[src/rtl/ghostbus_arb_defs.sv]
// ghostbus_arb_defs: shared FSM state and requester id encodings for the ghostbus arbiter
package ghostbus_arb_defs;
  typedef enum logic [1:0] {IDLE, STROBE, RWAIT, ACK} gb_state_t;
  localparam logic REQ_A = 1'b0;
  localparam logic REQ_B = 1'b1;
endpackage

[src/rtl/gb_rr_pick2.sv]
// gb_rr_pick2: combinational two-way round-robin picker with owner mask
module gb_rr_pick2 import ghostbus_arb_defs::*; (
  input  logic [1:0] req,
  input  logic       last,
  input  logic [1:0] mask,
  output logic       grant,
  output logic       valid
);
  logic [1:0] m;
  always_comb begin
    m = req & mask;
    valid = |m;
    grant = &m ? ~last : m[REQ_B];
  end
endmodule

[src/rtl/ghostbus_arbiter.sv]
// ghostbus_arbiter: two-requester round-robin ghostbus host arbiter; GHOSTBUS_ARB_LOCK_EN adds a_lock/b_lock bus ownership
module ghostbus_arbiter import ghostbus_arb_defs::*; #(
  parameter int GB_AW = 24,
  parameter int GB_DW = 32,
  parameter int RD_DELAY = 2
) (
  input  logic             gb_clk,
  input  logic             gb_rst,
  input  logic             a_req,
  input  logic             b_req,
  input  logic             a_we,
  input  logic             b_we,
  input  logic [GB_AW-1:0] a_addr,
  input  logic [GB_AW-1:0] b_addr,
  input  logic [GB_DW-1:0] a_wdata,
  input  logic [GB_DW-1:0] b_wdata,
`ifdef GHOSTBUS_ARB_LOCK_EN
  input  logic             a_lock,
  input  logic             b_lock,
`endif
  output logic             a_ack,
  output logic             b_ack,
  output logic [GB_DW-1:0] a_rdata,
  output logic [GB_DW-1:0] b_rdata,
  output logic [GB_AW-1:0] gb_addr,
  output logic [GB_DW-1:0] gb_wdata,
  output logic             gb_wen,
  output logic             gb_rstb,
  input  logic [GB_DW-1:0] gb_rdata
);
  localparam int CW = $clog2(RD_DELAY + 1);
  gb_state_t state, state_nx;
  logic [CW-1:0] cnt;
  logic win, last, grant, valid, sel_we;
  logic [1:0] mask;
  gb_rr_pick2 u_pick (
    .req   ({b_req, a_req}),
    .last  (last),
    .mask  (mask),
    .grant (grant),
    .valid (valid)
  );
`ifdef GHOSTBUS_ARB_LOCK_EN
  logic own_v, own, owned;
  assign owned = own_v && (own ? b_lock : a_lock);
  assign mask = owned ? (own ? 2'b10 : 2'b01) : 2'b11;
  always_ff @(posedge gb_clk)
    if (gb_rst) begin
      own_v <= 1'b0;
      own <= REQ_A;
    end else if (state == ACK && (win ? b_lock : a_lock)) begin
      own_v <= 1'b1;
      own <= win;
    end else if (state == IDLE && !owned)
      own_v <= 1'b0;
`else
  assign mask = 2'b11;
`endif
  always_comb begin
    sel_we = grant ? b_we : a_we;
    state_nx = state == IDLE   ? (valid ? STROBE : IDLE) :
               state == STROBE ? (gb_wen ? ACK : RWAIT) :
               state == RWAIT  ? (cnt == '0 ? ACK : RWAIT) : IDLE;
    a_ack = state == ACK && win == REQ_A;
    b_ack = state == ACK && win == REQ_B;
  end
  always_ff @(posedge gb_clk) state <= gb_rst ? IDLE : state_nx;
  always_ff @(posedge gb_clk)
    if (gb_rst) begin
      {gb_wen, gb_rstb, win, cnt} <= '0;
      last <= REQ_B;
      gb_addr <= '0;
      gb_wdata <= '0;
      a_rdata <= '0;
      b_rdata <= '0;
    end else begin
      gb_wen <= state == IDLE && valid && sel_we;
      gb_rstb <= state == IDLE && valid && !sel_we;
      if (state == IDLE && valid) begin
        win <= grant;
        last <= grant;
        gb_addr <= grant ? b_addr : a_addr;
        gb_wdata <= grant ? b_wdata : a_wdata;
      end
      if (state == STROBE) cnt <= CW'(RD_DELAY - 1);
      else if (state == RWAIT) cnt <= cnt - CW'(1);
      if (state == RWAIT && cnt == '0 && win == REQ_A) a_rdata <= gb_rdata;
      if (state == RWAIT && cnt == '0 && win == REQ_B) b_rdata <= gb_rdata;
    end
endmodule

[config.mk]
export PLATFORM = sky130hd
export DESIGN_NAME = ghostbus_arbiter
export DESIGN_NICKNAME = d
export VERILOG_FILES = /design/src/rtl/ghostbus_arb_defs.sv /design/src/rtl/gb_rr_pick2.sv /design/src/rtl/ghostbus_arbiter.sv
export SDC_FILE = /design/constraint.sdc
export NUM_CORES = 1
export LEC_CHECK = 0
export ABC_AREA = 1
export BUFFER_PORTS_ARGS = -buffer_cell sky130_fd_sc_hd__buf_2
export CORE_ASPECT_RATIO = 0.5
export CORE_MARGIN = 3
export CORE_UTILIZATION = 30
export CTS_BUF_LIST = sky130_fd_sc_hd__clkbuf_8
export CTS_CLUSTER_SIZE = 16
export DETAILED_ROUTE_END_ITERATION = 7
export PLACE_DENSITY = 0.68
export SLEW_MARGIN = 20
export SYNTH_ARGS = -nofsm -noshare
export SYNTH_HDL_FRONTEND = slang
export SYNTH_SLANG_ARGS = --single-unit
[constraint.sdc]
create_clock -name gb_clk -period 1.5 [get_ports gb_clk]
set_clock_uncertainty 0.1 [all_clocks]
set_input_delay 0.15 -clock gb_clk [delete_from_list [all_inputs] [get_ports gb_clk]]
set_output_delay 0.15 -clock gb_clk [all_outputs]
set_load 0.01 [all_outputs]
# Yosys cells after proc, flatten, opt, wreduce, memory -nomap -nowiden
# Index checks and enable logic that the tools add are counted.
# W data, S select, Z words.
totals:
  out_inout_bits: 124
  elab_cells: 44
  reg_bits: 128
  inputBits: 150
classes:
  bitwise_logic: 2
  n_eq_ne: 3
  reduce_logical: 15
  add_sub_neg: 1
  mux: 12
op_table:
  columns: ["cell", "count"]
  rows:
  - ["$mux W32", 1]
  - ["$mux W24", 1]
  - ["$logic_and A1 B1 Y1", 8]
  - ["$mux W1", 7]
  - ["$mux W2", 3]
  - ["$eq A2 B2 Y1 const B", 2]
  - ["$logic_not A2 Y1", 2]
  - ["$reduce_or A2 Y1", 2]
  - ["$eq A2 B1 Y1 const B", 1]
  - ["$not A1 Y1", 2]
  - ["$reduce_and A2 Y1", 1]
  - ["$reduce_bool A2 Y1", 1]
  - ["$sub A2 B1 Y2 const B", 1]
  - ["$logic_not A1 Y1", 1]

# Longest topological paths before layout
logic_depth:
  word_depth: 5
  depth_mapped: 9
  mapped_depth_nobuf: 7

# Cells and area by module
# From an unflattened synthesis, not the netlist that was laid out.
hier_totals:
  cells_unflattened: 945
  hier_area_um2: 5978.2
by_module_without_submodules:
  columns: ["mod", "instances", "area_each_um2", "seq_area_each_um2", "cells_each"]
  rows:
  - ["ghostbus_arbiter", 1, 5950.7, 2562.5, 938]
  - ["gb_rr_pick2", 1, 27.5, 0.0, 7]

# Worst setup path before layout
# OpenSTA, ideal clock, no wires.
synth_timing:
  kind: "flip-flop to flip-flop"
  startpoint: "reg state[0]"
  endpoint: "reg gb_addr[12]"
  setup_time_ns: 0.112
  required_time_ns: 1.288
  synth_period_minus_slack_ns: 1.432
  path_stages_with_launch: 10
  slack_ns: 0.068
  path_buffers: 2
  arrival_ns: 1.220
  path_cell_list: "dfxtp_1 -> inv_1 -> ha_1 -> inv_2 -> nor2_2 -> buf_6 -> buf_4 -> nand2_1 -> nor2_1 -> nor2_1"
synth_between:
  elab_chain_len: 2
synth_lines:
  columns: ["item", "line_no", "source"]
  rows:
  - ["from (decl)", "ghostbus_arbiter.sv:32", "gb_state_t state, state_nx;"]
  - ["from (signal assigned)", "ghostbus_arbiter.sv:67", "always_ff @(posedge gb_clk) state <= gb_rst ? IDLE : state_nx;"]
  - ["$logic_not A2 Y1", "ghostbus_arbiter.sv:79", "if (state == IDLE && valid) begin"]
  - ["$logic_and A1 B1 Y1", "ghostbus_arbiter.sv:79", null]
  - ["to (signal assigned)", "ghostbus_arbiter.sv:82", "gb_addr <= grant ? b_addr : a_addr;"]
  - ["to (decl)", "ghostbus_arbiter.sv:25", "output logic [GB_AW-1:0] gb_addr,"]
# Every way passes these cells.
# A chain may end at the register's enable or synchronous reset.

# Worst setup path after layout
layout_timing:
  startpoint: "reg state[0]"
  endpoint: "reg gb_wdata[16]"
layout_between:
  elab_chain_len: 2
layout_lines:
  columns: ["item", "line_no", "source"]
  rows:
  - ["$logic_not A2 Y1", "ghostbus_arbiter.sv:79", null]
  - ["$logic_and A1 B1 Y1", "ghostbus_arbiter.sv:79", null]
  - ["to (signal assigned)", "ghostbus_arbiter.sv:83", "gb_wdata <= grant ? b_wdata : a_wdata;"]
  - ["to (decl)", "ghostbus_arbiter.sv:26", "output logic [GB_DW-1:0] gb_wdata,"]
# Every way passes these cells.

==> qor.yml <==
syn_inst: 878
maxSlewViolCount: 0
r2r_cells: 9
wl_um: 21400
fin_area_mm2: 0.00968
nets: 1436
violations: "setup timing"
synth-seq-area-share: 0.435
path_max_fanout: 13
avgSynthCellArea_um2: 6.71
viasPerCell: 4.51
grt_max_degree: 62
hold_path_class: "input pin to register"
cp-start-kind: "register"
synth_most_common_cell: "nor2_1"
synth_async_sr_flop_share: 0
finalSetupViolations: 3
worstSetupPathType: "register to register"
cellLeakagePower_nw: 5.01
cts_buffers: 17
rows: 35
overflow: 0
cp.required_ns: 1.71
grt_use_total: 0.187
drtPass1Iterations: 4
rsz0062_at_grt: "true"
grt_pass1_wl_um: 32800
syn_area_mm2: 0.00589
grt_use_met2: 0.338
dr_total_vias: 7017
final.min_clock_period_ns: 1.50
cts.sinks: 128
htreeDepth: 4
clock-root-buffer: "clkbuf_8"
die_height_um: 105
grtUsageMet1: 0.202
whs_path_depth: 4
clkSlewWorstSetupHoldPaths_ns: 0.08
first_global_vias: 6848
dieArea_mm2: 0.0215
power_density_mw_per_mm2: 978
drt_iter0_drc: 352
cts_tree: "yes"
post-route-util: 0.514
synth_nets: 1033
ys_types: 23
vdd_drop_max_mv: 0.584
yosysWarnings: 0
postPlaceCellArea_mm2: 0.00760
gr-max-usage-layer: "met2"
die_w_um: 204
synth_area_leader_cell: "dfxtp_1"
drv_cap: 0
antenna_found_initial: 2
use_met3: 0.0445
end_kind: "register"
yosys-top-cells-area: "dfxtp_1, nor2_1, nand2_1, nand3_1, o21ai_0"
insertion_delay_ns: 0.42
io_pins: 274
fin_crit_sh: 1.00
gp_congestion: 0.816
synth-edff-count: 0
arrival_ns: 1.72
hold_viol_final: 0
ys_top_cells_by_count: "nor2_1, nand2_1, dfxtp_1, inv_1"
drc: 0
tightest_slew_ns: 0.426
max_freq_mhz: 666
core_area_mm2: 0.0188
status: "complete, but fails checks"
port_buffers: 273
clockBufferDepth: 2
ys_seq_elements: 128
hpwl_um: 12800
worst_slack_ns: -0.00240
netlist.area_leader.share: 0.435
relSlewSlack: 0.716
drive_gt1_frac: 0.286
ys.flop_type: "dfxtp_1"
area_growth_syn_to_layout_pct: 64.3
start_util: 0.313
routedWlPerCell_um: 13.8
detail-route-antenna-nets: 0
[state kept, by name, summed over array words and instances, names as in the netlist]
signal,count
a_rdata,32
b_rdata,32
cnt,2
gb_addr,24
gb_rstb,1
gb_wdata,32
gb_wen,1
last,1
state,2
win,1
[cells by family (layout without fill, tap and decap cells)]
| group | Yosys count | after routing | share of synthesized area |
|---|---|---|---|
| and+or+nand+nor | 486 | 486 | 0.324 |
| buffers and inverters | 130 | 546 | 0.0962 |
| AOI/OAI and AO/OA | 129 | 129 | 0.135 |
| DFF | 128 | 128 | 0.435 |
| adders and majority gates | 5 | 5 | 0.0106 |
| other | 0 | 2 | 0 |
[placed cells by master (no fill, tap or decap), types with 2 or more instances in the layout]
| cell | n |
|---|---|
| buf_2 | 272 |
| nor2_1 | 230 |
| nand2_1 | 177 |
| dlygate4sd3_1 | 142 |
| dfxtp_1 | 125 |
| inv_1 | 62 |
| nand3_1 | 59 |
| o21ai_0 | 58 |
| a21boi_0 | 30 |
| a21boi_1 | 26 |
| clkbuf_8 | 17 |
| nor2_2 | 14 |
| buf_4 | 14 |
| buf_12 | 11 |
| o21ai_1 | 9 |
| inv_2 | 8 |
| clkinv_2 | 4 |
| clkinv_4 | 4 |
| clkbuf_16 | 4 |
| nor2_4 | 3 |
| ha_4 | 3 |
| diode_2 | 2 |
| nand2_4 | 2 |
| a21oi_1 | 2 |
| ha_1 | 2 |
| bufinv_16 | 2 |
| inv_6 | 2 |
| buf_8 | 2 |
| dfxtp_4 | 2 |
[metrics by stage]
| step | total power [mW] | setup WS, ns | setup TNS, ns | hold WS [ns] | std cells |
|---|---|---|---|---|---|
| floorplan | 5.23 | 0.0683 | 0 | 0.119 | 878 |
| global placement | 6.04 | -0.0127 | -0.146 | 0.241 | 1371 |
| detailed placement | 6.07 | -0.0914 | -2.63 | 0.242 | 1371 |
| CTS | 9.31 | -0.0152 | -0.0201 | 0.00579 | 1545 |
| global route | 10.1 | -0.107 | -3.23 | 0.0116 | 1555 |
| finish | 9.47 | -0.00240 | -0.00457 | 0.0421 | 1555 |
[critical path, cell delays in order (launching register included)]
cell       delay, ns
dfxtp_4         0.37
inv_2           0.09
ha_4            0.14
inv_2           0.04
nor2_4          0.11
buf_12          0.15
clkbuf_16       0.17
nand2_1         0.06
nor2_1          0.10
nor2_1          0.05
[path summary, 6_finish.rpt]
kind / startpoint / slack (ns) / to
setup / recovery: state[0] / -0.002 / gb_wdata[16]
hold / removal: a_wdata[2] / 0.04 / gb_wdata[2]
setup reg to reg: state[0] / -0.002 / gb_wdata[16]
hold reg to reg: cnt[0] / 0.40 / cnt[0]
[layout make-up]
| class | instances | area, um^2 |
|---|---|---|
| Antenna cell | 2 | 5.00 |
| Clock buffer | 17 | 234 |
| Inverter | 68 | 256 |
| Multi-Input combinational cell | 620 | 2880 |
| Sequential cell | 128 | 2570 |
| Timing Repair Buffer | 446 | 3270 |
| Fill cell | 1743 | 9150 |
| Tap cell | 259 | 324 |
| Clock inverter | 15 | 146 |
[per-layer routing]
metal	vias up	wire, um
met5	-	0
met4	0	990
met3	79	1010
met2	244	10800
met1	3164	8600
li1	3530	-
[power by group]
group	leakage (nW)	total [mW]	internal, mW	switching [mW]
logic	3.76	2.71	1.29	1.42
registers	1.05	3.87	3.71	0.162
clock network	0.204	2.90	1.47	1.43
[repair_timing]
action                                  in CTS  in global routing
buffers inserted                             0                  3
cloned                                       0                  5
gates resized for setup                      9                 33
hold endpoints to repair                   123                  0
endpoints found under the setup margin      73                126
pin swaps                                    3                  6
hold buffers                               142                  0
Note: power is estimated with default switching activity, not from simulation.
